## config.mk

```make
export PLATFORM = sky130hd
export DESIGN_NAME = pll_acq_sequencer
export DESIGN_NICKNAME = d
export VERILOG_FILES = /design/src/rtl/pll_acq_sequencer.sv
export SDC_FILE = /design/constraint.sdc
export NUM_CORES = 1
export LEC_CHECK = 0
export CORE_MARGIN = 2
export CORE_UTILIZATION = 55
export DETAILED_ROUTE_END_ITERATION = 16
export HOLD_SLACK_MARGIN = 0.12
export PLACE_DENSITY = 0.86
export SKIP_LAST_GASP = 1
export SYNTH_ARGS = -nofsm -noshare
export SYNTH_HDL_FRONTEND = slang
export SYNTH_SLANG_ARGS = --single-unit
```

## constraint.sdc

```tcl
create_clock -name clk_50 -period 3.1 [get_ports clk_50]
set_input_delay 0.465 -clock clk_50 [delete_from_list [all_inputs] [get_ports clk_50]]
set_output_delay 0.465 -clock clk_50 [all_outputs]
set_load 0.01 [all_outputs]
```

## src/rtl/pll_acq_sequencer.sv

```systemverilog
// Acquisition/lock sequencer for the DPLL: open-loop NCO sweep, hand-off to the
// closed loop, lock qualification from phase-error activity, and holdover.
module pll_acq_sequencer #(
   parameter logic [9:0]  FREQ_DEFAULT_RAW = 10'd163,
   parameter logic [9:0]  FREQ_MIN_RAW     = 10'd131,
   parameter logic [9:0]  FREQ_MAX_RAW     = 10'd262,
   parameter logic [3:0]  SWEEP_STEP       = 4'd2,
   parameter logic [3:0]  MATCH_N          = 4'd8,
   parameter logic [15:0] LOCK_ERR_CYC     = 16'd20,
   parameter logic [7:0]  LOCK_N           = 8'd64,
   parameter logic [15:0] UNLOCK_ERR_CYC   = 16'd100,
   parameter logic [15:0] SETTLE_CYC       = 16'd5000,
   parameter logic [23:0] HOLD_TIMEOUT     = 24'd5000000
) (
   input  logic       clk_50,
   input  logic       rst,
   input  logic       restart,
   input  logic       fb_edge,
   input  logic       vco_edge,
   input  logic       lockout,
   input  logic       slew_active,
   input  logic [9:0] freq_in,
   output logic       freq_ovr_en,
   output logic [9:0] freq_ovr,
   output logic       loop_en,
   output logic       locked,
   output logic [2:0] state
);

   typedef enum logic [2:0] {
      IDLE     = 3'd0,
      SWEEP    = 3'd1,
      TRACK    = 3'd2,
      LOCKED   = 3'd3,
      HOLDOVER = 3'd4
   } state_t;

   state_t      state_q, state_d;
   logic [1:0]  vedge_cnt, vedge_d, vedge_tot;
   logic [15:0] err_cnt, err_d, err_tot;
   logic [15:0] settle_cnt, settle_d;
   logic [3:0]  match_cnt, match_d;
   logic [7:0]  quiet_cnt, quiet_d;
   logic [23:0] hold_cnt, hold_d;
   logic        primed, primed_d, eval, enter;
   logic [9:0]  freq_d, freq_up, freq_dn;
   logic [10:0] sweep_up;

   // Running totals include this cycle's pulses so an fb_edge cycle closes the period in full.
   assign vedge_tot = (vco_edge && vedge_cnt != 2'd3) ? vedge_cnt + 2'd1 : vedge_cnt;
   assign err_tot   = (slew_active && err_cnt != 16'hFFFF) ? err_cnt + 16'd1 : err_cnt;
   assign eval      = fb_edge && primed;

   // Sweep arithmetic is done one bit wider so neither direction can wrap.
   assign sweep_up = {1'b0, freq_ovr} + {7'd0, SWEEP_STEP};
   assign freq_up  = (sweep_up > {1'b0, FREQ_MAX_RAW}) ? FREQ_MAX_RAW : sweep_up[9:0];
   assign freq_dn  = ({1'b0, freq_ovr} < ({1'b0, FREQ_MIN_RAW} + {7'd0, SWEEP_STEP}))
                     ? FREQ_MIN_RAW : freq_ovr - {6'd0, SWEEP_STEP};

   always_comb begin
      // NOTE: every variable gets a default before the case so no path can infer a latch.
      state_d  = state_q;
      freq_d   = freq_ovr;
      settle_d = settle_cnt;
      match_d  = match_cnt;
      quiet_d  = quiet_cnt;
      hold_d   = hold_cnt;
      vedge_d  = fb_edge ? 2'd0 : vedge_tot;
      err_d    = fb_edge ? 16'd0 : err_tot;

      case (state_q)
         IDLE: begin
            if (lockout) settle_d = 16'd0;
            else if (settle_cnt == SETTLE_CYC - 16'd1) begin
               state_d = SWEEP;
               freq_d  = FREQ_DEFAULT_RAW;
            end else settle_d = settle_cnt + 16'd1;
         end
         SWEEP: begin
            if (lockout) state_d = IDLE;
            else if (eval) begin
               if (vedge_tot == 2'd0) begin
                  freq_d  = freq_up;
                  match_d = 4'd0;
               end else if (vedge_tot == 2'd1) begin
                  if (match_cnt == MATCH_N - 4'd1) state_d = TRACK;
                  else match_d = match_cnt + 4'd1;
               end else begin
                  freq_d  = freq_dn;
                  match_d = 4'd0;
               end
            end
         end
         TRACK: begin
            if (lockout) begin
               state_d = HOLDOVER;
               freq_d  = freq_in;
            end else if (eval) begin
               if (err_tot <= LOCK_ERR_CYC) begin
                  if (quiet_cnt == LOCK_N - 8'd1) state_d = LOCKED;
                  else quiet_d = quiet_cnt + 8'd1;
               end else quiet_d = 8'd0;
            end
         end
         LOCKED: begin
            if (lockout) begin
               state_d = HOLDOVER;
               freq_d  = freq_in;
            end else if (eval && err_tot > UNLOCK_ERR_CYC) state_d = TRACK;
         end
         HOLDOVER: begin
            if (lockout) begin
               settle_d = 16'd0;
               if (hold_cnt == HOLD_TIMEOUT - 24'd1) state_d = IDLE;
               else hold_d = hold_cnt + 24'd1;
            end else if (settle_cnt == SETTLE_CYC - 16'd1) state_d = TRACK;
            else settle_d = settle_cnt + 16'd1;
         end
         default: state_d = IDLE;
      endcase

      if (restart) state_d = IDLE;
      if (state_d == IDLE) freq_d = FREQ_DEFAULT_RAW;

      // Any state entry restarts all per-state counters and skips the first period.
      enter = restart || (state_d != state_q);
      if (enter) begin
         settle_d = 16'd0;
         match_d  = 4'd0;
         quiet_d  = 8'd0;
         hold_d   = 24'd0;
      end
      primed_d = enter ? 1'b0 : (fb_edge ? 1'b1 : primed);
   end

   always_ff @(posedge clk_50 or posedge rst) begin
      if (rst) begin
         state_q     <= IDLE;
         freq_ovr    <= FREQ_DEFAULT_RAW;
         freq_ovr_en <= 1'b1;
         loop_en     <= 1'b0;
         locked      <= 1'b0;
         vedge_cnt   <= 2'd0;
         err_cnt     <= 16'd0;
         settle_cnt  <= 16'd0;
         match_cnt   <= 4'd0;
         quiet_cnt   <= 8'd0;
         hold_cnt    <= 24'd0;
         primed      <= 1'b0;
      end else begin
         // NOTE: non-blocking assignments so every register samples pre-edge values.
         state_q     <= state_d;
         freq_ovr    <= freq_d;
         freq_ovr_en <= (state_d == IDLE) || (state_d == SWEEP) || (state_d == HOLDOVER);
         loop_en     <= (state_d == TRACK) || (state_d == LOCKED);
         locked      <= (state_d == LOCKED);
         vedge_cnt   <= vedge_d;
         err_cnt     <= err_d;
         settle_cnt  <= settle_d;
         match_cnt   <= match_d;
         quiet_cnt   <= quiet_d;
         hold_cnt    <= hold_d;
         primed      <= primed_d;
      end
   end

   assign state = state_q;

endmodule
```

==> reports/results.ini <==
[pwr]
peakVddDrop_mv = 0.274
power.density_nw_per_um2 = 309
p_leak_uw = 0.00285

[synth]
synth_seq_cells = 87
synth_top_family_by_area = simple AND/OR/NAND/NOR gates
netlist.area_leader.share_pct = 35.6
synth_edf_count = 0
synth.area.mux_share_pct = 1.06
syn-instance-count = 674
syn_avg_cell_area_sq_um = 8.54
yosysTopAreaCell = dfrtp_1
synthTopCellsByArea = dfrtp_1 36%, nor2_1 5.3%, xor2_1 4.4%, nand3_1 3.7%, nand2_1 3.5%
yosys_warnings = 0
yosys.area_share.simple_pct = 27.4
syn_nets = 700
ys_seq_area_share_pct = 37.9
synthDistinctLibCells = 77
synthesis.area_sq_um = 5760
synth-compound-area-share_pct = 18.9
synth_fa_ha_area_share_pct = 1.96
synth_xor_xnor_area_share_pct = 8.19
synth_common_cells = 82 x dfrtp_1, 82 x nor2_1, 54 x nand2_1, 43 x nand3_1, 34 x a21oi_1
ys_async_sr_fraction_pct = 100
ys_dominant_reg_cell = dfrtp_1

[flow_run]
max_cap_viol_count = 0

[final_layout]
fin_util_pct = 66.7
antenna_cells = 0
nets = 767
syn2layout_area_growth_pct = 18.5
final_area_sq_um = 6820
drive_gt1_share_pct = 16.2

[global_route]
grt_pass1_vias = 5350
grt_max_degree = 54
track_usage_pct = 26.2
antenna_found_initial = 0
grt_first_pass_wirelength_mm = 24.4
gr-total-overflow = 0

[drt]
avgRoutedWirePerCell_microns = 16.4
ant_nets = 0
wl_mm = 14.4
vias = 5568
drtIter0Drc = 528
drcViolationCount = 0
via_per_inst = 6.31
firstDrtPassIters = 5

[outcome]
status = complete, no violations

[sta]
hold_viol_final = 0
drv_slew = 0
layout_min_cycle_time_ns = 3.04
finalSetupViolations = 0
fmax_mhz = 329
rsz0062_at_grt = true
final.period_utilization_pct = 98.0
finClkSkew_ns = 0.00927
relSlewSlack_pct = 57.4
worst_pin_slew_ns = 0.638

[placed_design]
port_buffers = 32
dpl_cell_area_sq_um = 6550
dp.final_hpwl_mm = 10.4
routabilityCongestion = 0.953

[clocking]
worstSkewPairLatency_ns = 0.36
clk_pin_slew_ns = 0.09
hold_buffers = 0
post_cts_buffers = 0
cts_sinks = 87
htreeDepth = 3
cts_tree = built
numCtsBuffers = 9
cts-root-buf = clkbuf_8
clk_path_buf_depth = 2

[die]
initial_utilization_pct = 56.3
rows = 37
die_h_microns = 106
chipWidth_microns = 106
core_sq_um = 10200
die_area_sq_um = 11300
pin_count = 33

[setup_path]
cp.arrival_ns = 3.32
worst_setup_path_end_kind = flop
cp-start-kind = flop
critical_path_class = reg2reg
cp.required_ns = 3.38
reg2reg_depth = 9
worstPathMaxFanout = 17
reg2reg_slack_ns = 0.06

[min_path]
hold_class = in2async

==> area by class of cell <==
cell class                      count  area (sq um)
Inverter                           21          80.1
Timing Repair Buffer               92           796
Clock inverter                      7          55.1
Fill cell                         782          3410
Sequential cell                    87          2180
Multi-Input combinational cell    530          3410
Clock buffer                        9           124
Tap cell                          136           170
==> metal layers <==
| metal | vias up | track usage, % | wire [microns] |
|---|---|---|---|
| met5 | - | 0 | 0 |
| met4 | 0 | 8.46 | 353 |
| met3 | 52 | 4.90 | 913 |
| met2 | 247 | 44.9 | 7180 |
| met1 | 2653 | 33.5 | 6000 |
| li1 | 2616 | - | - |
==> cell usage in the layout (no fill, tap or decap), types with 8 or more instances in the layout <==
cell,count
a211oi_1,14
a21oi_1,32
a31oi_1,9
and3_1,21
buf_4,58
clkbuf_8,9
clkdlybuf4s50_1,32
dfrtp_1,81
ha_1,8
inv_1,20
nand2_1,54
nand3_1,41
nand4_1,15
nor2_1,82
nor3_1,15
nor4_1,9
o21ai_0,25
o31ai_1,13
or4_1,10
xnor2_1,23
xor2_1,29
==> repair_timing <==
action | in CTS | in global routing
pin swaps | 0 | 4
setup endpoints to repair | 4 | 57
gates resized for setup | 1 | 24
==> final timing paths <==
path | from | end
max in group asynchronous | rst | freq_ovr_en$_DFF_PP1_
setup reg to reg | err_cnt[14]$_DFF_PP0_ | settle_cnt[12]$_DFFE_PP0P_
min in group clk_50 | settle_cnt[14]$_DFFE_PP0P_ | settle_cnt[14]$_DFFE_PP0P_
setup / recovery | err_cnt[14]$_DFF_PP0_ | settle_cnt[12]$_DFFE_PP0P_
hold reg to reg | settle_cnt[14]$_DFFE_PP0P_ | settle_cnt[14]$_DFFE_PP0P_
hold / removal | rst | err_cnt[9]$_DFF_PP0_
==> flip-flops by register name (all words and copies together) (netlist names) <==
name / cells
hold_cnt: 24
err_cnt: 16
settle_cnt: 16
freq_ovr: 10
quiet_cnt: 8
match_cnt: 4
state: 3
vedge_cnt: 2
freq_ovr_en: 1
locked: 1
loop_en: 1
primed: 1
==> worst max-delay path, stage by stage (launching register included) <==
cell	delay (ns)
dfrtp_1	0.44
and4_1	0.33
and2_4	0.20
or3_1	0.39
and4_4	0.22
o2111ai_4	0.24
nor2_4	0.08
a41o_4	0.34
or4_1	0.53
a21oi_1	0.19
==> logic make-up (layout without fill, tap and decap cells) <==
logic type	after synthesis	in the layout
xor+xnor	53	53
mux	6	6
fa+ha+maj	9	9
flops	87	87
compound gates	157	157
buf+inv	57	129
simple gates	305	305
==> per-stage QoR <==
stage	hold slack [ns]	setup TNS [ns]	setup slack, ns	power [uW]	std cells
final	0.497	0	0.0618	2110	882
after global routing	0.542	-0.0793	-0.0462	2190	882
after CTS	0.518	0	0.0379	2110	882
after detailed placement	0.510	-9.94	-0.396	1380	866
after global placement	0.504	-3.96	-0.256	1370	866
after floorplan	0.464	0	0.0492	1290	674
==> where the power goes <==
part / internal (uW) / leakage (uW) / total [uW] / switching [uW]
registers: 1140 / 0.00119 / 1150 / 10.3
clock network: 301 / 0.0000919 / 744 / 443
logic: 80.4 / 0.00157 / 210 / 129
total: 1520 / 0.00285 / 2110 / 582
(Power assumes the default switching activity.)
